`config.mk`:
```
export PLATFORM = sky130hd
export DESIGN_NAME = fifo_ctrl_flat
export DESIGN_NICKNAME = d
export VERILOG_FILES = /design/src/rtl/fifo_ctrl_if.sv /design/src/rtl/fifo_ctrl.sv /design/src/flat_wrapper.sv
export SDC_FILE = /design/constraint.sdc
export NUM_CORES = 1
export LEC_CHECK = 0
export ABC_AREA = 0
export BUFFER_PORTS_ARGS = -buffer_cell sky130_fd_sc_hd__buf_2
export CAP_MARGIN = 20
export CORE_AREA = 2 2 54 56
export DETAILED_ROUTE_END_ITERATION = 10
export DIE_AREA = 0 0 56 58
export PLACE_DENSITY = 0.68
export REMOVE_ABC_BUFFERS = 1
export SETUP_SLACK_MARGIN = 0.15
export SYNTH_ARGS = -nofsm -noshare
export SYNTH_HDL_FRONTEND = slang
export SYNTH_SLANG_ARGS = --single-unit
```
`constraint.sdc`:
```
create_clock -name clk -period 3.8 [get_ports clk]
set_input_delay 0.38 -clock clk [delete_from_list [all_inputs] [get_ports clk]]
set_output_delay 0.38 -clock clk [all_outputs]
set_load 0.01 [all_outputs]
```
`src/rtl/fifo_ctrl_if.sv`:
```
// Handshake/status bundle between a FIFO client and the fifo_ctrl pointer/flag controller.
interface fifo_ctrl_if #(
    parameter int unsigned addr_width = 5
);
    logic                  wr;
    logic                  rd;
    logic                  clr;
    logic                  w_en;
    logic [addr_width-1:0] w_addr;
    logic [addr_width-1:0] r_addr;
    logic [addr_width:0]   level;
    logic                  full;
    logic                  empty;
    logic                  almost_full;
    logic                  almost_empty;
    logic                  overflow;
    logic                  underflow;

    modport master (
        output wr, rd, clr,
        input  w_en, w_addr, r_addr, level, full, empty,
               almost_full, almost_empty, overflow, underflow
    );

    modport slave (
        input  wr, rd, clr,
        output w_en, w_addr, r_addr, level, full, empty,
               almost_full, almost_empty, overflow, underflow
    );
endinterface

```
`src/rtl/fifo_ctrl.sv`:
```
// Circular-FIFO pointer/flag controller wrapping a dual-address register file.
module fifo_ctrl #(
    parameter int unsigned addr_width = 5,
    parameter int unsigned AF_THRESH  = 28,
    parameter int unsigned AE_THRESH  = 4
) (
    input  logic        clk,
    input  logic        rst_n,
    fifo_ctrl_if.slave  bus
);
    localparam logic [addr_width:0] DEPTH_L = (addr_width+1)'(2**addr_width);
    localparam logic [addr_width:0] AF_L    = (addr_width+1)'(AF_THRESH);
    localparam logic [addr_width:0] AE_L    = (addr_width+1)'(AE_THRESH);

    logic [addr_width-1:0] wptr;
    logic [addr_width-1:0] rptr;
    logic [addr_width:0]   cnt;
    logic                  ovf;
    logic                  unf;
    logic                  full;
    logic                  empty;
    logic                  push_ok;
    logic                  pop_ok;

    // Flags depend on registered occupancy only; wr/rd never reach them combinationally.
    always_comb begin
        full    = (cnt == DEPTH_L);
        empty   = (cnt == '0);
        push_ok = bus.wr & (~full | bus.rd) & ~bus.clr;
        pop_ok  = bus.rd & ~empty & ~bus.clr;
    end

    always_ff @(posedge clk or negedge rst_n) begin
        if (!rst_n) begin
            wptr <= '0;
            rptr <= '0;
            cnt  <= '0;
            ovf  <= 1'b0;
            unf  <= 1'b0;
        end else if (bus.clr) begin
            wptr <= '0;
            rptr <= '0;
            cnt  <= '0;
            ovf  <= 1'b0;
            unf  <= 1'b0;
        end else begin
            if (push_ok) wptr <= wptr + addr_width'(1);
            if (pop_ok)  rptr <= rptr + addr_width'(1);
            if (push_ok && !pop_ok)
                cnt <= cnt + (addr_width+1)'(1);
            else if (pop_ok && !push_ok)
                cnt <= cnt - (addr_width+1)'(1);
            if (bus.wr && full && !bus.rd) ovf <= 1'b1;
            if (bus.rd && empty)           unf <= 1'b1;
        end
    end

    assign bus.w_en         = push_ok;
    assign bus.w_addr       = wptr;
    assign bus.r_addr       = rptr;
    assign bus.level        = cnt;
    assign bus.full         = full;
    assign bus.empty        = empty;
    assign bus.almost_full  = (cnt >= AF_L);
    assign bus.almost_empty = (cnt <= AE_L);
    assign bus.overflow     = ovf;
    assign bus.underflow    = unf;
endmodule

```
`src/flat_wrapper.sv`:
```
// flat-port wrapper written by rule: the top's interface ports become plain ports
module fifo_ctrl_flat 
#(
    parameter int unsigned addr_width = 5,
    parameter int unsigned AF_THRESH  = 28,
    parameter int unsigned AE_THRESH  = 4
)
  (clk, rst_n, bus_wr, bus_rd, bus_clr, bus_w_en, bus_w_addr, bus_r_addr, bus_level, bus_full, bus_empty, bus_almost_full, bus_almost_empty, bus_overflow, bus_underflow);
  fifo_ctrl_if #(.addr_width(addr_width)) bus_i ();
  input  logic clk;
  input  logic rst_n;
  input wire logic [$bits(bus_i.wr)-1:0] bus_wr;
  input wire logic [$bits(bus_i.rd)-1:0] bus_rd;
  input wire logic [$bits(bus_i.clr)-1:0] bus_clr;
  output wire logic [$bits(bus_i.w_en)-1:0] bus_w_en;
  output wire logic [$bits(bus_i.w_addr)-1:0] bus_w_addr;
  output wire logic [$bits(bus_i.r_addr)-1:0] bus_r_addr;
  output wire logic [$bits(bus_i.level)-1:0] bus_level;
  output wire logic [$bits(bus_i.full)-1:0] bus_full;
  output wire logic [$bits(bus_i.empty)-1:0] bus_empty;
  output wire logic [$bits(bus_i.almost_full)-1:0] bus_almost_full;
  output wire logic [$bits(bus_i.almost_empty)-1:0] bus_almost_empty;
  output wire logic [$bits(bus_i.overflow)-1:0] bus_overflow;
  output wire logic [$bits(bus_i.underflow)-1:0] bus_underflow;
  assign bus_i.wr = bus_wr;
  assign bus_i.rd = bus_rd;
  assign bus_i.clr = bus_clr;
  assign bus_w_en = bus_i.w_en;
  assign bus_w_addr = bus_i.w_addr;
  assign bus_r_addr = bus_i.r_addr;
  assign bus_level = bus_i.level;
  assign bus_full = bus_i.full;
  assign bus_empty = bus_i.empty;
  assign bus_almost_full = bus_i.almost_full;
  assign bus_almost_empty = bus_i.almost_empty;
  assign bus_overflow = bus_i.overflow;
  assign bus_underflow = bus_i.underflow;
  fifo_ctrl #(.addr_width(addr_width), .AF_THRESH(AF_THRESH), .AE_THRESH(AE_THRESH)) u_core (.clk(clk), .rst_n(rst_n), .bus(bus_i));
endmodule
```
* After elaboration in Yosys (flattened, before gate mapping) *
Index checks and enable logic that the tools add are counted.

operators by class
  $lt $le $gt $ge = 2
  muxes and demuxes = 11
  bitwise operators = 8
  add/sub/neg operators = 4
  reductions and logical operators = 14
  equal/unequal tests = 1

operators by type and width
  operator             count
  $mux 5               4
  $mux 6               3
  $add 5x1->5 const B  2
  $reduce_bool 2->1    4
  $add 6x1->6 const B  1
  $eq 6x6->1 const B   1
  $ge 6x5->1 const B   1
  $le 6x3->1 const B   1
  $logic_not 6->1      1
  $sub 6x1->6 const B  1
  $logic_and 1x1->1    5
  $and 1x1->1          4
  $mux 1               4
  $logic_not 1->1      3
  $not 1->1            3
  $reduce_bool 3->1    1
  $or 1x1->1           1

word-level totals
  word-level logic and storage cells = 45
  register bits = 18

* Depth between registers and ports, before layout *
  depth in word-level cells = 10
  gate-level depth with buffers = 10

* Worst setup path after synthesis *
OpenSTA, ideal clock, no wires.

  path kind = register to register
  start point = reg u_core.cnt[0] (netlist: u_core.bus.level[0])
  end point = reg u_core.cnt[5] (netlist: u_core.bus.level[5])
  data arrival time = 3036 ps
  data required time = 3713 ps
  clock period less this slack = 3123 ps
  setup slack = 677 ps
  buffers on the path = 1
  stages on the path, launching flop included = 11
  setup time = 87 ps
  path through = dfrtp_1 or4_1 buf_6 o31a_1 nor3_1 inv_1 ha_1 a211oi_1 o31a_1 mux2_2 o211ai_1

on the way
  word-level cells in the longest chain between the ends = 8

RTL lines
  element                                                      line                              source
  start, declared                                              fifo_ctrl.sv:17                   logic [addr_width:0] cnt;
  start signal, assigned                                       fifo_ctrl.sv:50                   cnt <= cnt + (addr_width+1)'(1);
  start signal, assigned                                       fifo_ctrl.sv:52                   cnt <= cnt - (addr_width+1)'(1);
  $eq 6x6->1 / $logic_not 6->1 (equally long branches)         fifo_ctrl.sv:27, fifo_ctrl.sv:28
  $not 1->1, on equally long branches                          fifo_ctrl.sv:29, fifo_ctrl.sv:30
  $or 1x1->1 / $and 1x1->1 (equally long branches)             fifo_ctrl.sv:29, fifo_ctrl.sv:30
  $and 1x1->1, on equally long branches                        fifo_ctrl.sv:29, fifo_ctrl.sv:30
  $and 1x1->1 / $logic_not 1->1 (equally long branches)        fifo_ctrl.sv:29, fifo_ctrl.sv:49
  $logic_and 1x1->1 / $logic_not 1->1 (equally long branches)  fifo_ctrl.sv:49, fifo_ctrl.sv:51
  $mux 6 / $logic_and 1x1->1 (equally long branches)           fifo_ctrl.sv:49, fifo_ctrl.sv:51
  $mux 6 / $reduce_bool 3->1 (equally long branches)           n/a

Parallel ways exist; a longest one is shown, timed or not. The select of a mux whose other input is x is not followed.
A chain may end at the register's enable or synchronous reset.

* Final worst setup path *
Ends and elaborated chain as after synthesis.

==> results.ini <==
[status]
outcome=completed

[grt]
use_met3_pct=2.23
grt_first_pass_wirelength_um=4400
grtUsageTotal_pct=17.4
antenna_found_initial=0
grt_pass1_vias=941
grt_busiest_layer=met2
grt_max_degree=26
grtUsageMet2_pct=27.1
grt-ovfl-total=0
use_met1_pct=24.4

[drt]
dr.pass1.iters=4
wire_per_inst_um=14.4
wirelength_um=2560
drc=0
dr.first_iter.drc_count=25
vias_per_cell=5.74
via_count=1021
drtAntennaViolNets=0

[floorplan]
initial_core_util_pct=45.3
dieWidth_um=56
die_y_um=58
core_um2=2660
rows=19
die_area_um2=3250
io_pins=28

[cts]
clk_latency_ns=0.29
htree_levels=1
cts-root-buf=clkbuf_4
clk_pin_slew_worst_paths_ns=0.10
numCtsBuffers=3
cts_tree=built
postCtsHoldBufs=0
clock_tree.buffer_depth=2
clock_sinks=18

[sta]
slew_violations=0
worstMarginPinSlew_ns=0.719
fin_ws_ns=0.519
holdWs_ns=0.0126
min_period_over_period_pct=86.3
slew_headroom_pct=51.6
fmax_ghz=0.305
setup_tns_ns=0
finalHoldViolCount=0
fin_skew_ns=0.00452
min_period_ns=3.28
setup_viol=0
rsz0062_at_grt=no

[critical_path]
critPathBufInv=1
cp_slowest_stage_delay_ns=0.64
crit_family=compound AO/OA/AOI/OAI gates
required_ns=4.01
cp_slowest_cell=or4_4
cpMostUsedCell=o31a_1
arrival_ns=3.49
critPathMaxFanout=10
path_class=reg -> reg
crit_path_start_kind=register
cp_cell_sequence=or4_4 -> o31a_1 -> nor3_1 -> inv_1 -> ha_1 -> a211oi_1 -> o31a_1 -> mux2_2 -> o211ai_1
end_kind=register

[yosys]
yosysSeqAreaShare_pct=37.3
syn_avg_cell_area_um2=9.74
synth_edf_count=0
netlist.area_leader.share_pct=37.3
netlist_area_um2=1210
async_reset_ff_share_pct=100
synth.top_cells.by_count=dfrtp_1 (18), nor2_1 (10), inv_1 (9)
synthFlopType=dfrtp_1
ys_seq_elements=18
yosysMostFrequentCell=dfrtp_1
synth_cell_types=43
yosys.area.top_type=dfrtp_1
yosys_warnings=0
synthCells=124
synth.top_cells.by_area=dfrtp_1 (37%), ha_1 (6.2%), mux2_2 (4.7%)

[placed_design]
place_ws_ns=0.391
io_buffers=27
place_hpwl_um=1950
finalWeightedCongestion=0.896

[flow_run]
maxCapViolations=0

[layout]
fin_util_pct=51.6
nets=161
drive_above_1_share_pct=28.6
fillers=252
area_delta_synth_final_pct=13.8
diodes=0

[power_and_ir_drop]
p_leak_nw=0.644
irDropWorstVdd_uv=287
powerDensity_nw_per_um2=598

[worst_hold_path]
hp-class=in -> async

sequential cells by signal, indices dropped and copies added, names as in the netlist:
name / count
u_core.bus.level: 6
u_core.bus.overflow: 1
u_core.bus.r_addr: 5
u_core.bus.underflow: 1
u_core.bus.w_addr: 5
report_power, final:
group / switching (W) / internal [W]
Clock: 0.0000566 / 0.0000368
Combinational: 0.000229 / 0.000191
Sequential: 0.0000797 / 0.000228
layout make-up:
type | instances | area [um2] | share of cell area (%)
Multi-Input combinational cell | 90 | 693 | 50.5
Tap cell | 31 | 38.8 | 2.82
Timing Repair Buffer | 27 | 135 | 9.84
Clock buffer | 3 | 22.5 | 1.64
Inverter | 9 | 33.8 | 2.46
Sequential cell | 18 | 450 | 32.8
placed cells by master (no fill, tap or decap), types with 3 or more instances in the layout:
cell type | synthesis | final
dfrtp_1 | 18 | 18
mux2_2 | 5 | 5
nor2b_1 | 5 | 5
clkbuf_4 | 0 | 3
nor3_1 | 5 | 5
or3_1 | 4 | 4
o21ai_0 | 7 | 7
nor2_1 | 10 | 10
nand2_1 | 3 | 3
buf_2 | 0 | 27
inv_1 | 9 | 9
ha_1 | 6 | 6
nand4_1 | 4 | 4
a21oi_1 | 8 | 8
path summary, 6_finish.rpt:
| check | from | to | slack (ns) | cells past startpoint |
|---|---|---|---|---|
| setup / recovery | u_core.bus.level[0]$_DFFE_PN0P_ | u_core.bus.level[5]$_DFFE_PN0P_ | 0.52 | 9 |
| hold / removal | rst_n | u_core.bus.level[2]$_DFFE_PN0P_ | 0.01 | 1 |
| setup reg to reg | u_core.bus.level[0]$_DFFE_PN0P_ | u_core.bus.level[5]$_DFFE_PN0P_ | 0.52 | 9 |
| hold reg to reg | u_core.bus.overflow$_DFFE_PN0P_ | u_core.bus.overflow$_DFFE_PN0P_ | 0.51 | 2 |
| max in group asynchronous | rst_n | u_core.bus.r_addr[2]$_DFFE_PN0P_ | 3.48 | 1 |
| min in group clk | bus_rd | u_core.bus.underflow$_DFFE_PN0P_ | 0.49 | 3 |
per-stage QoR:
stage | std cells | cell area [um2] | power, W
after floorplan | 117 | 1170 | 0.000591
after global placement | 175 | 1350 | 0.000715
after detailed placement | 175 | 1350 | 0.000727
after CTS | 178 | 1370 | 0.000824
after global routing | 178 | 1370 | 0.000901
final | 178 | 1370 | 0.000822
layer usage:
metal | vias to the layer above | wire [um]
li1 | 509 | -
met1 | 479 | 1190
met2 | 27 | 1180
met3 | 6 | 138
met4 | 0 | 51
met5 | - | 0
timing repair:
item | CTS | global route
buffers inserted | 0 | 0
resized for setup | 0 | 1
endpoints found under the hold margin | 0 | 0
setup endpoints to repair | 0 | 1
kinds of logic after synthesis:
group | after synthesis | share of synthesized area (%)
compound gates | 36 | 24.1
xor+xnor | 3 | 2.18
fa+ha+maj | 7 | 7.88
buf+inv | 16 | 5.60
flops | 18 | 37.3
mux | 7 | 6.42
simple gates | 37 | 16.5
No activity file was read; power rests on OpenSTA's default activity.
